**config.mk**
```make
export PLATFORM = sky130hd
export DESIGN_NAME = pos_swap_ctrl
export DESIGN_NICKNAME = d
export VERILOG_FILES = /design/src/rtl/pos_pkg.sv /design/src/rtl/pos_idx_check.sv /design/src/rtl/pos_swap_ctrl.sv
export SDC_FILE = /design/constraint.sdc
export NUM_CORES = 1
export LEC_CHECK = 0
export ABC_AREA = 1
export CAP_MARGIN = 30
export CORE_MARGIN = 8
export CORE_UTILIZATION = 28
export DETAILED_ROUTE_END_ITERATION = 6
export HOLD_SLACK_MARGIN = 0.06
export PLACE_DENSITY_LB_ADDON = 0.08
export SYNTH_ARGS = -nofsm -noshare
export SYNTH_HDL_FRONTEND = slang
export SYNTH_HIERARCHICAL = 1
export SYNTH_SLANG_ARGS = --single-unit
```
**constraint.sdc**
```tcl
create_clock -name clk -period 6.55 [get_ports clk]
set_input_delay 0.655 -clock clk [delete_from_list [all_inputs] [get_ports clk]]
set_output_delay 0.655 -clock clk [all_outputs]
set_load 0.01 [all_outputs]
```
**src/rtl/pos_pkg.sv**
```systemverilog
// Shared widths and state encoding for the position-memory swap controller.
// Latency: n/a (declarations only).
// Backpressure: n/a.
package pos_pkg;

  localparam int POS_DATA_W = 32;
  localparam int POS_IDX_W  = 32;

  typedef enum logic [2:0] {
    S_IDLE,
    S_RD_A,
    S_RD_B,
    S_WAIT_B,
    S_WR_A,
    S_WR_B,
    S_DONE
  } pos_swap_state_t;

endpackage

```
**src/rtl/pos_idx_check.sv**
```systemverilog
// Range comparator: flags a request whose either index is >= n_node.
// Latency: combinational.
// Backpressure: none.
// Ports: a_idx/b_idx indices under test; bad high when either is out of range.
module pos_idx_check
  import pos_pkg::*;
#(
  parameter int n_node = 14
) (
  input  logic [POS_IDX_W-1:0] a_idx,
  input  logic [POS_IDX_W-1:0] b_idx,
  output logic                 bad
);

  localparam logic [POS_IDX_W-1:0] node_lim = n_node[POS_IDX_W-1:0];

  assign bad = (a_idx >= node_lim) || (b_idx >= node_lim);

endmodule

```
**src/rtl/pos_swap_ctrl.sv**
```systemverilog
// Swap controller: reads pos[a], pos[b] from a single-port memory, writes them back exchanged.
// Latency: done 6 cycles after start (4 if a==b, 1 on range error); one swap per 6-7 cycles.
// Backpressure: start is honoured only in IDLE or DONE; otherwise ignored, never queued.
// Optional feature: POS_SWAP_RANGE_CHECK_EN enables index range checking and err.
// Ports: clk/reset (async, active-high); start/a_idx/b_idx request; busy/done/err/old_a/old_b
//        status; mem_read/mem_write/mem_i/mem_wdata/mem_rdata memory initiator port.
module pos_swap_ctrl
  import pos_pkg::*;
#(
  parameter int n_node = 14
) (
  input  logic                  clk,
  input  logic                  reset,
  input  logic                  start,
  input  logic [POS_IDX_W-1:0]  a_idx,
  input  logic [POS_IDX_W-1:0]  b_idx,
  output logic                  busy,
  output logic                  done,
  output logic                  err,
  output logic [POS_DATA_W-1:0] old_a,
  output logic [POS_DATA_W-1:0] old_b,
  output logic                  mem_read,
  output logic                  mem_write,
  output logic [POS_IDX_W-1:0]  mem_i,
  output logic [POS_DATA_W-1:0] mem_wdata,
  input  logic [POS_DATA_W-1:0] mem_rdata
);

  pos_swap_state_t state, state_nxt;

  logic [POS_IDX_W-1:0]  a_q, b_q;
  logic                  accept;
  logic                  idx_bad;
  logic                  err_nxt;
  logic                  rd_nxt, wr_nxt;
  logic [POS_IDX_W-1:0]  i_nxt;
  logic [POS_DATA_W-1:0] wdata_nxt;

`ifdef POS_SWAP_RANGE_CHECK_EN
  pos_idx_check #(
    .n_node (n_node)
  ) u_idx_check (
    .a_idx (a_idx),
    .b_idx (b_idx),
    .bad   (idx_bad)
  );
`else
  assign idx_bad = 1'b0;
`endif

  // Next state, then the port values that state will present. All outputs are
  // registered from these, so the memory sees them exactly in the named state.
  always_comb begin
    state_nxt = state;
    accept    = 1'b0;
    err_nxt   = 1'b0;
    rd_nxt    = 1'b0;
    wr_nxt    = 1'b0;
    i_nxt     = '0;
    wdata_nxt = '0;

    unique case (state)
      // DONE accepts a new request as well, giving back-to-back swaps.
      S_IDLE, S_DONE: begin
        if (start) begin
          accept    = 1'b1;
          err_nxt   = idx_bad;
          state_nxt = idx_bad ? S_DONE : S_RD_A;
        end else begin
          state_nxt = S_IDLE;
        end
      end
      S_RD_A:   state_nxt = S_RD_B;
      S_RD_B:   state_nxt = S_WAIT_B;
      // Equal indices: nothing to exchange, skip both writes.
      S_WAIT_B: state_nxt = (a_q == b_q) ? S_DONE : S_WR_A;
      S_WR_A:   state_nxt = S_WR_B;
      S_WR_B:   state_nxt = S_DONE;
      default:  state_nxt = S_IDLE;
    endcase

    unique case (state_nxt)
      S_RD_A: begin
        rd_nxt = 1'b1;
        i_nxt  = a_idx;  // only reached on accept, a_q not yet loaded
      end
      S_RD_B: begin
        rd_nxt = 1'b1;
        i_nxt  = b_q;
      end
      S_WR_A: begin
        wr_nxt    = 1'b1;
        i_nxt     = a_q;
        wdata_nxt = mem_rdata;  // pos[b], being captured into old_b this same edge
      end
      S_WR_B: begin
        wr_nxt    = 1'b1;
        i_nxt     = b_q;
        wdata_nxt = old_a;
      end
      default: ;
    endcase
  end

  always_ff @(posedge clk or posedge reset) begin
    if (reset) begin
      state     <= S_IDLE;
      a_q       <= '0;
      b_q       <= '0;
      old_a     <= '0;
      old_b     <= '0;
      busy      <= 1'b0;
      done      <= 1'b0;
      err       <= 1'b0;
      mem_read  <= 1'b0;
      mem_write <= 1'b0;
      mem_i     <= '0;
      mem_wdata <= '0;
    end else begin
      state <= state_nxt;
      if (accept) begin
        a_q <= a_idx;
        b_q <= b_idx;
      end
      // Memory read data lags the read request by one cycle.
      if (state == S_RD_B)   old_a <= mem_rdata;
      if (state == S_WAIT_B) old_b <= mem_rdata;
      busy      <= (state_nxt != S_IDLE);
      done      <= (state_nxt == S_DONE);
      err       <= err_nxt;
      mem_read  <= rd_nxt;
      mem_write <= wr_nxt;
      mem_i     <= i_nxt;
      mem_wdata <= wdata_nxt;
    end
  end

endmodule

```
Word-level counts from Yosys, hierarchy flattened:

Index checks and enable logic that the tools add are counted.

* eq/ne operators: 12
* muxes and demuxes: 9
* reduce and logical (&&, ||, !) cells: 6

Operators by type and width (count)
* one-hot mux 32 bit (3 select lines): 1
* one-hot mux 32 bit (2 select lines): 1
* equality test 32 bit: 1
* equality test 3 bit, second input constant: 6
* one-hot mux 3 bit (6 select lines): 1
* equality test 3 x 2 -> 1 bit, second input constant: 3
* OR reduction 2 bit: 4
* equality test 3 x 1 -> 1 bit, second input constant: 2
* two-way mux 1 bit: 5
* zero test 3 bit: 1
* nonzero test 3 bit: 1
* two-way mux 2 bit: 1

* register bits after elaboration: 199
* bits of input ports: 99
* output and inout port bits: 133

Depth between registers and ports, before layout:

Gate-level depths: netlist of run 1.

* depth in word-level cells: 6
* depth in mapped cells: 12

Least setup slack after synthesis of run 1:

Ideal clock, no wire load.

* path kind: in2reg
* start: input port start
* end: register mem_wdata[10]
* setup time: 0.076 ns
* arrival: 1.522 ns
* path slack: 4.952 ns
* cell stages on the path: 6
* buffers on the path: 1
* cells stage by stage: nand4_1 > inv_2 > nor3_4 > nand3_2 > buf_2 > o21ai_1

* cells in the longest elaborated chain, start to end: 4

RTL lines
* start, declared: line pos_swap_ctrl.sv:14 `input logic start,`
* two-way mux 1 bit (*): line pos_swap_ctrl.sv:65 `if (start) begin`
* one-hot mux 3 bit (6 select lines) (*): line pos_swap_ctrl.sv:62 `unique case (state)`
* equality test 3 bit: line pos_swap_ctrl.sv:82 `unique case (state_nxt)`
* one-hot mux 32 bit (2 select lines) (*): line pos_swap_ctrl.sv:82
* via wdata_nxt[10]: line pos_swap_ctrl.sv:37 `logic [POS_DATA_W-1:0] wdata_nxt;`
* end signal, assigned: line pos_swap_ctrl.sv:134 `mem_wdata <= wdata_nxt;`
* end, declared: line pos_swap_ctrl.sv:25 `output logic [POS_DATA_W-1:0] mem_wdata,`

Mark *: on every way through the listed nets, which the timed path passes. The rest lies on a longest branch.
A chain may end at the register's enable or synchronous reset.

Final worst setup path of run 1:

* start: register state[0]
* end: register mem_wdata[31]

* cells in the longest elaborated chain, start to end: 5

RTL lines
* start, declared: line pos_swap_ctrl.sv:29 `pos_swap_state_t state, state_nxt;`
* start signal, assigned: line pos_swap_ctrl.sv:120 `state <= state_nxt;`
* equality test 3 bit or zero test 3 bit (tied branches): line pos_swap_ctrl.sv:62
* OR reduction 2 bit: line pos_swap_ctrl.sv:62
* one-hot mux 3 bit (6 select lines) (*): line pos_swap_ctrl.sv:62
* equality test 3 bit: line pos_swap_ctrl.sv:82
* one-hot mux 32 bit (2 select lines) (*): line pos_swap_ctrl.sv:82
* via wdata_nxt[31]: line pos_swap_ctrl.sv:37

Marks and branches as above.

==> results of run 1 <==
[registers in the layout, indices dropped and copies added (netlist names)]
name / count
a_q: 32
b_q: 32
busy: 1
done: 1
mem_i: 32
mem_read: 1
mem_wdata: 32
mem_write: 1
old_a: 32
old_b: 32
state: 3
[stage by stage]
stage               instance area, sq um  setup WS (ns)  power (uW)  utilization, %
floorplan                           7960          0.469        3370               -
global placement                   10600           2.47        4620            38.1
detailed placement                 10700           3.13        4680            38.4
CTS                                11300           3.14        5750            40.4
global route                       11300           3.20        6100            40.5
finish                             11300           3.63        5640            40.5
[Yosys cell counts, drive strengths merged]
master  number
nor2        19
xor2         2
nor3         4
nand3       40
o21ai      145
conb         1
dfrtp      199
buf         20
inv         85
clkinv       1
xnor2        8
nand2      301
clkbuf      26
nand4       33
[cells in the final DEF (no fill, tap or decap)]
master           count
clkinv_8             2
clkinvlp_4           1
o21ai_1             34
nor3_4               2
clkinv_2             3
clkdlybuf4s50_1    230
inv_6                6
conb_1               1
inv_1               81
inv_2                3
buf_16               1
xnor2_1              8
clkbuf_8             1
nand2_2              1
xor2_1               2
dfrtp_1            199
nand3_2              2
nor3_1               2
buf_8                1
inv_8                3
nor2_4               1
nor2_1              18
buf_12               2
nand2_1            300
nand4_1             33
clkinv_4             1
nand3_1             38
clkbuf_16           17
o21ai_0            111
buf_4                7
[power breakdown]
part	switching, uW	internal, uW	total (uW)
sequential	341	1790	2130
clock	521	516	1040
combinational	1370	1100	2470
total	2240	3400	5640
[cells by family (layout without fill, tap and decap cells)]
logic type	after synthesis	after routing	share of synthesized area, %
XOR/XNOR	10	10	1.10
other	1	1	0.0471
AND/OR/NAND/NOR	397	397	20.7
AO/OA/AOI/OAI	145	145	9.11
flip-flops	199	199	62.5
buffers and inverters	132	359	6.46
[layer usage]
layer / part of all wire, % / vias to the layer above
met4: 0.89 / 0
met2: 44 / 173
met3: 6.0 / 13
met1: 49 / 3088
li1: - / 3244
met5: 0 / -
[cell type report]
type / count / share of cell area, %
tap: 378 / 4.19
timing repair buffer: 241 / 21.6
multi-input combinational: 553 / 22.0
clock buffer: 18 / 3.89
clock inverter: 14 / 1.19
inverter: 86 / 2.94
sequential: 199 / 44.1
[critical path, delay by kind of cell, from the launching register on]
kind / cells / cell delay [ns]
AND/OR/NAND/NOR: 3 / 1.61
flip-flops: 1 / 0.48
buffers and inverters: 1 / 0.33
AO/OA/AOI/OAI: 1 / 0.39
[worst paths after layout]
kind | cells past startpoint | end | startpoint
worst max-delay path | 5 | mem_wdata[31] | state[0]
worst min register to register | 2 | old_b[14] | old_b[14]
max in group asynchronous | 3 | a_q[17] | reset
min in group asynchronous | 2 | mem_wdata[24] | reset
worst min-delay path | 2 | old_b[14] | old_b[14]
worst max register to register | 5 | mem_wdata[31] | state[0]
==> impl_results.md, run 1 <==
* Status: complete, no violations
* CP required at 6.88 ns
* Fin crit share at 44.6%
* CTS clk-pin slew, worst paths at roughly 0.07 ns
* Skew-Pair Late Insertion Delay at between 0.4 and 0.5 ns
* Crit Path Category: flop to flop
* Startpoint Class: flop
* Final wirelength at 24.6 mm
* Final Max Slew Viols at 0
* Synth cell types at 22
* Reg2Reg Setup Slack at 3.63 ns
* Cell repeated most along the worst path: nand3_2
* Crit-path slowest cell: nand3_2
* Starting density of the core at approximately 29%
* Yosys top cell area share at 62.5%
* Syn_area_per_cell at between 9 and 10 sq um
* Max Cap Viol at 0
* Setup_tns at 0 ns
* CTS Buf Count at 17
* Multi-input logic area at around 0.0025 sq mm
* Fmax at 343 MHz
* Grt total ovfl at 0
* Post-CTS sizing at 0
* Final hold violations at 0
* Drt wl/cell at 16.5 um
* Core area at 0.0279 sq mm
* Cell taking the most area after synthesis: dfrtp_1
* Seq/Total Area, Yosys at 62.5%
* Total GRT Usage at 14.5%
* Relative max-transition margin at 43.7%
* Clk buf depth at 2
* CTS sink count at between 150 and 200
* Final ANT Viol Nets at 0
* Crit-path max cell delay at between 0.7 and 0.8 ns
* H-tree Lvls at 4
* Crit path time final at between 2 and 3 ns
* Main area contributors after synthesis: dfrtp_1 (63%), nand2_1 (14%), o21ai_0 (7.0%)
* CP arrival at 3.25 ns
* Largest fanout on the critical path at 65
* Root Driver: clkbuf_16
* Hold Path Class: flop to flop
* Synthesized instance count at between 800 and 900
* Detailed-route via count at 6,518
* Least-Margin Pin Slew at 0.842 ns
* Crit path cell chain: nand3_2 > buf_4 > nand2_2 > nand3_2 > o21ai_0
* Hold Slack at roughly 0.49 ns
* Fin nets at between 1k and 1.5k
* IO Port Bufs at 230
* Layout cell share with drive strength beyond 1 at 4.86%
* DP Cell Count at 1,456
* Syn_nets at roughly 1,000
* Die ar. at 0.0341 sq mm
* RSZ-0062 raised after global routing: false
* GR met2 Demand/Resource at 22.4%
* Ys Warns at 6
* Vias in the first global route at 6,704
* Number of diodes at 0
* Drc violations at 0
* Filler instances at 2,791
* Crit end category: flop
* Synthesized flop and latch total at 199
* TritonCTS clock tree: done
* PD cells at 500 mW/mm^2
* Layer with the highest usage: met2
* Placer Congestion at 0.745
* Area Growth Syn to Fin at 41.7%
* First-pass GRT wire length at 38.8 mm
* Via density at 4.38
* Synth Cell Area at 0.00796 sq mm
* Maximum VDD drop at 0.264 mV
* Die height at 185 um
* Leak at 0.00525 uW
* Global-route met1 utilization at 20.2%
* # setup viols final at 0
* Final std cells w/o fill at 1,489
* I/O pin total at between 200 and 250
* Setup Skew at 0.0169 ns
* Register area at 0.00498 sq mm
* Rows at 61
* Drt first pass iters at 7
* Met3 usage at 3.82%
* DR iter-0 viols at 466
* Hold Buf Count CTS at 0
* Initial antenna violation count at 0
* Die width at approximately 180 um
* # Post-CTS Setup Buffers at 0
* Largest net degree at the start of global routing at 107
* Dpl hpwl at between 15 and 20 mm
Note: power is estimated with default switching activity, not from simulation.
==> run 2, diff against run 1 <==
==> constraint.sdc (replaced) <==
create_clock -name clk -period 2.4 [get_ports clk]
set_input_delay 0.24 -clock clk [delete_from_list [all_inputs] [get_ports clk]]
set_output_delay 0.24 -clock clk [all_outputs]
set_load 0.01 [all_outputs]
==> run 2 against run 1 <==
  * Die area unchanged
  * Register-to-register slack worse by 3.2 ns
  * Routed wire length up 1.8%
  * Worst setup slack got worse by 3.2 ns
  * Flip-flop and latch count stayed put
  * Non-clock buffer count is 7 higher
  * Critical endpoint is now mem_wdata[18]
  * Largest cell class unchanged
==> impl_results.md, run 2 (same netlist as run 1, synthesis figures left out) <==
* Rows at 61 (unchanged)
* Crit path cell chain: xnor2_1 > nand3_1 > nor2_1 > nand3_1 > nor2_1 > nor2_4 > nand3_2 > buf_12 > o21ai_1
* Hold Slack at 0.209 ns (-0.276 ns)
* CP required at 2.71 ns (-4.17 ns)
* Dpl hpwl at 17.2 mm (+2.7%)
* Drt wl/cell at 16.8 um (+1.3%)
* Layout cell share with drive strength beyond 1 at 5.46% (+0.60 points)
* Fin crit share at 82.5% (+38 points)
* Core area at 0.0279 sq mm (unchanged)
* Setup_tns at 0 ns (unchanged)
* Placer Congestion at 0.742 (-0.42%)
* Status: complete, no violations
* Sw Share at 39.4% (-0.30 points)
* Via density at 4.43 (+1.2%)
* Final ANT Viol Nets at 0 (unchanged)
* Fmax at 505 MHz (+47%)
* Pre-CTS setup slack at 0.396 ns (-2.73 ns)
* Clk buf depth at 2 (unchanged)
* Setup Skew at 0.0176 ns (+0.000716 ns)
* Grt total ovfl at 0 (unchanged)
* Die width at 185 um (unchanged)
* Final hold violations at 0 (unchanged)
* Hold Path Class: input port to async pin
* # Post-CTS Setup Buffers at 0 (unchanged)
* Total GRT Usage at 14.8% (+0.24 points)
* Crit Path Category: flop to flop
* Maximum VDD drop at 0.483 mV (+83%)
* Crit-path max cell delay at 0.42 ns (-0.36 ns)
* Fin nets at 1,204 (+0.58%)
* RSZ-0062 raised after global routing: false
* I/O pin total at 232 (unchanged)
* Relative max-transition margin at 58.9% (+15 points)
* PD cells at 1370 mW/mm^2 (+170%)
* Post-CTS sizing at 0 (unchanged)
* Root Driver: clkbuf_16
* Sequential power share at 37.1% (-0.7 points)
* Internal power at 9500 uW (+180%)
* DP Cell Count at 1,464 (+0.55%)
* Most common cell after layout, fill and taps aside: nand2_1
* Final Worst Setup Slack at 0.421 ns (-3.21 ns)
* IO Port Bufs at 230 (unchanged)
* Crit path time final at 1.98 ns (-0.940 ns)
* Initial antenna violation count at 0 (unchanged)
* DR iter-0 viols at 450 (-3.4%)
* Crit-path slowest cell: dfrtp_1
* Number of diodes at 0 (unchanged)
* Area Growth Syn to Fin at 43.7%
* CTS Buf Count at 17 (unchanged)
* Final Max Slew Viols at 0 (unchanged)
* Vias in the first global route at 6,767 (+0.94%)
* Least-Margin Pin Slew at 0.617 ns (-0.225 ns)
* Power Total at 15,700 uW (+180%)
* Starting density of the core at 28.6% (unchanged)
* Leak at 0.00532 uW (+1.4%)
* Drc violations at 0 (unchanged)
* Die ar. at 0.0341 sq mm (unchanged)
* Most frequent cells in the layout: nand2_1 (300), clkdlybuf4s50_1 (230), dfrtp_1 (199)
* Startpoint Class: flop
* Skew-Pair Late Insertion Delay at 0.43 ns (about the same)
* Detailed-route via count at 6,624 (+1.6%)
* Largest fanout on the critical path at 18 (-72%)
* CTS clk-pin slew, worst paths at 0.08 ns (about the same)
* Crit end category: flop
* H-tree Lvls at 4 (unchanged)
* Final wirelength at 25.1 mm (+1.8%)
* Drt first pass iters at 4 (-3)
* Comb power frac at 43.2% (-0.6 points)
* TritonCTS clock tree: done
* Hold Buf Count CTS at 0 (unchanged)
* CP arrival at 2.29 ns (-0.96 ns)
* First-pass GRT wire length at 39.2 mm (+1.0%)
* Max Cap Viol at 0 (unchanged)
* Die height at 185 um (unchanged)
* Largest net degree at the start of global routing at 109 (+1.9%)
* Final std cells w/o fill at 1,496 (+0.47%)
* Clock power frac at 19.7% (+1.3 points)
* Sw Pwr at 6170 uW (+180%)
* # setup viols final at 0 (unchanged)
* CTS sink count at 199 (unchanged)
## run 2: changes by cell type in the layout (fill, tap and decap cells not counted), sizes merged
cell / change
buf: +7
clkinv: -1
inv: -1
bufinv: +2
## run 2: cell type report
| cell class | instances | area, sq um |
|---|---|---|
| Timing Repair Buffer | 248 | 2540 |
| Clock buffer | 18 | 439 |
| Fill cell | 2814 | 16400 |
| Inverter | 86 | 328 |
| Clock inverter | 14 | 195 |
| Tap cell | 378 | 473 |
| Multi-Input combinational cell | 553 | 2490 |
| Sequential cell | 199 | 4980 |
## run 2: final timing paths
| check | cells after the start | slack [ns] | end | from |
|---|---|---|---|---|
| hold reg to reg | 2 | 0.49 | old_b[17] | old_b[17] |
| min in group clk | 3 | 0.33 | b_q[24] | b_idx[24] |
| setup / recovery | 9 | 0.42 | mem_wdata[18] | b_q[2] |
| max in group asynchronous | 3 | 1.60 | mem_i[10] | reset |
| hold / removal | 2 | 0.21 | old_b[22] | reset |
| setup reg to reg | 9 | 0.42 | mem_wdata[18] | b_q[2] |
## run 2: critical path, delay by kind of cell, from the launching register on
kind                   cells  cell delay (ns)
AO/OA/AOI/OAI              1             0.07
flip-flops                 1             0.42
XOR/XNOR                   1             0.20
buffers and inverters      1             0.21
AND/OR/NAND/NOR            6             0.95
## run 2: through the flow
stage	instance area (sq um)	utilization, %
CTS	11400	41.1
global placement	10800	38.8
global route	11400	41.1
detailed placement	10800	38.8
finish	11400	41.1
floorplan	7970	-
## run 2: power groups by stage
stage / Clock, uW / Sequential, uW / Combinational, uW
after floorplan: 0 / 6180 / 3010
after global placement: 0 / 5890 / 6890
after detailed placement: 0 / 5890 / 6910
after CTS: 3200 / 5840 / 6920
after global routing: 3320 / 6040 / 7550
final: 3080 / 5820 / 6760
## run 2: routing by layer
metal	global-route usage [%]	vias to the layer above	share of wire [%]
met1	20.2	3160	48
met4	3.91	0	1.1
met2	22.9	191	44
met5	0	-	0
met3	3.78	15	6.4
li1	-	3258	-
==> run 3, diff against run 2 <==
==> constraint.sdc (replaced) <==
create_clock -name clk -period 2 [get_ports clk]
set_input_delay 0.2 -clock clk [delete_from_list [all_inputs] [get_ports clk]]
set_output_delay 0.2 -clock clk [all_outputs]
set_load 0.01 [all_outputs]
==> run 3 against run 2 <==
  * Hold slack worse by 0.048 ns
  * Power grew 20%
  * Critical path type unchanged
  * Sequential share of layout area fell by 0.11 points
  * Largest cell class unchanged
  * Critical path depth up 3
  * Flip-flop and latch count did not move
  * Via count decreased by 0.47%
  * Largest power group unchanged
  * Count of clock-buffer cells in the layout up 1
  * Routed wire length grew 0.36%
  * Global-route usage grew 0.20 points
  * Die area is the same
  * Combinational power is 24% higher
==> impl_results.md, run 3 (same netlist as run 1, synthesis figures left out) <==
* Pre-CTS setup slack at 0.129 ns (-0.266 ns)
* Vias in the first global route at 6,864 (+1.4%)
* CTS Buf Count at 17 (unchanged)
* Die width at 185 um (unchanged)
* Placer Congestion at 0.736 (-0.73%)
* FF-to-FF Start: b_q[15]
* CP arrival at 2.11 ns (-0.18 ns)
* Clk buf depth at 2 (unchanged)
* Worst Setup EP: mem_wdata[31]
* Final Worst Setup Slack at 0.187 ns (-0.234 ns)
* CP Launch Point: b_q[15]
* # Post-CTS Setup Buffers at 0 (unchanged)
* Skew-Pair Late Insertion Delay at 0.43 ns (about the same)
* Grt total ovfl at 0 (unchanged)
* Initial antenna violation count at 0 (unchanged)
* Final Max Slew Viols at 0 (unchanged)
* WL met3 at 1.92 mm (+20%)
* TritonCTS clock tree: done
* PD cells at 1640 mW/mm^2 (+20%)
* Power Total at 18,800 uW (+20%)
* Drt first pass iters at 5 (+1)
* H-tree Lvls at 4 (unchanged)
* CP required at 2.30 ns (-0.41 ns)
* # setup viols final at 0 (unchanged)
* Filler instances at 2,790 (-0.85%)
* Largest fanout on the critical path at 19 (+1)
* Reg2Reg Setup Slack at 0.19 ns (-0.23 ns)
* I/O pin total at 232 (unchanged)
* Max Cap Viol at 0 (unchanged)
* Detailed-route via count at 6,593 (-0.47%)
* Hold Path Class: input port to async pin
* Worst r2r path cells at 12 (+3)
* Least-Margin Pin Slew at 0.614 ns (-0.00253 ns)
* Crit path time final at 1.81 ns (-0.166 ns)
* Via density at 4.39 (-0.87%)
* Setup Skew at 0.0164 ns (-0.00121 ns)
* Rows at 61 (unchanged)
* Routed metal-1 wirelength at 11.6 mm (-4.1%)
* Status: complete, no violations
* Wire length on met2 at 11.5 mm (+3.1%)
* IO Port Bufs at 230 (unchanged)
* Final ANT Viol Nets at 0 (unchanged)
* Crit Path Category: flop to flop
* Hold Buf Count CTS at 0 (unchanged)
* CTS clk-pin slew, worst paths at 0.08 ns (about the same)
* Startpoint Class: flop
* Fmax at 552 MHz (+9.2%)
* Leak at 0.00534 uW (+0.24%)
* Hold Slack at 0.161 ns (-0.0480 ns)
* DP Cell Count at 1,470 (+0.41%)
* Layout cell share with drive strength beyond 1 at 5.78% (+0.33 points)
* Top sig layer: met4
* Fin nets at 1,210 (+0.50%)
* Relative max-transition margin at 59.0% (+0.17 points)
* Maximum VDD drop at 0.619 mV (+28%)
* First-pass GRT wire length at 39.7 mm (+1.4%)
* Die height at 185 um (unchanged)
* Most frequent cells in the layout: nand2_1 (300), clkdlybuf4s50_1 (230), dfrtp_1 (199)
* Number of diodes at 0 (unchanged)
* Core area at 0.0279 sq mm (unchanged)
* Die ar. at 0.0341 sq mm (unchanged)
* Drt wl/cell at 16.7 um (about the same)
* Final hold violations at 0 (unchanged)
* DR iter-0 viols at 375 (-17%)
* Area Growth Syn to Fin at 44.0%
* Final wirelength at 25.2 mm (+0.36%)
* Fin crit share at 90.7% (+8.2 points)
* Most common cell after layout, fill and taps aside: nand2_1
* CTS sink count at 199 (unchanged)
* Dpl hpwl at 17.7 mm (+2.7%)
* Root Driver: clkbuf_16
* Setup_tns at 0 ns (unchanged)
* RSZ-0062 raised after global routing: false
* Total GRT Usage at 15.0% (+0.20 points)
* Starting density of the core at 28.6% (unchanged)
* Reg2reg end: mem_wdata[31]
* Final std cells w/o fill at 1,502 (+0.40%)
* Largest net degree at the start of global routing at 109 (unchanged)
* Post-CTS sizing at 0 (unchanged)
* Drc violations at 0 (unchanged)
* Crit end category: flop
## run 3: metal layers
| metal | global-route usage, % | vias to the layer above |
|---|---|---|
| li1 | - | 3263 |
| met5 | 0 | - |
| met2 | 24.3 | 196 |
| met3 | 4.08 | 10 |
| met1 | 19.8 | 3124 |
| met4 | 3.17 | 0 |
## run 3: final cells by class
| cell class | instances | area, sq um | share of cell area, % |
|---|---|---|---|
| clock inverter | 13 | 161 | 1.41 |
| sequential | 199 | 4980 | 43.4 |
| clock buffer | 19 | 433 | 3.77 |
| multi-input combinational | 553 | 2490 | 21.7 |
| tap | 378 | 473 | 4.12 |
| inverter | 86 | 328 | 2.86 |
| timing repair buffer | 254 | 2610 | 22.7 |
## run 3: where the power goes
part	leakage, uW	switching (uW)	internal (uW)
Clock	0.000286	1700	1800
Combinational	0.00253	4610	3770
Sequential	0.00252	1110	5850
Total	0.00534	7420	11400
## run 3: worst max-delay path, cell delays in order, from the launching register on
cell and delay [ns]:
dfrtp_1 0.38, inv_1 0.06, nand2_1 0.05, nand2_1 0.05
nor2_1 0.13, nand2_1 0.07, nor2_1 0.16, nand3_1 0.11
nor2_1 0.19, nor2_4 0.07, nand3_2 0.15, buf_12 0.18
o21ai_0 0.09
## run 3: worst min path at each step
stage	startpoint	endpoint	cells past startpoint
2_1_floorplan	b_idx[19]	b_q[19]	2
3_3_place_gp	old_b[30]	old_b[30]	2
3_5_place_dp	old_b[19]	old_b[19]	2
4_1_cts	reset	mem_i[5]	2
5_1_grt	reset	mem_i[5]	2
6_report	reset	mem_i[5]	2
## run 3: stage by stage
stage / utilization, % / instance area, sq um
final: 41.2 / 11500
after global routing: 41.2 / 11500
after CTS: 41.2 / 11500
after detailed placement: 39.0 / 10900
after global placement: 39.0 / 10900
after floorplan: - / 7970
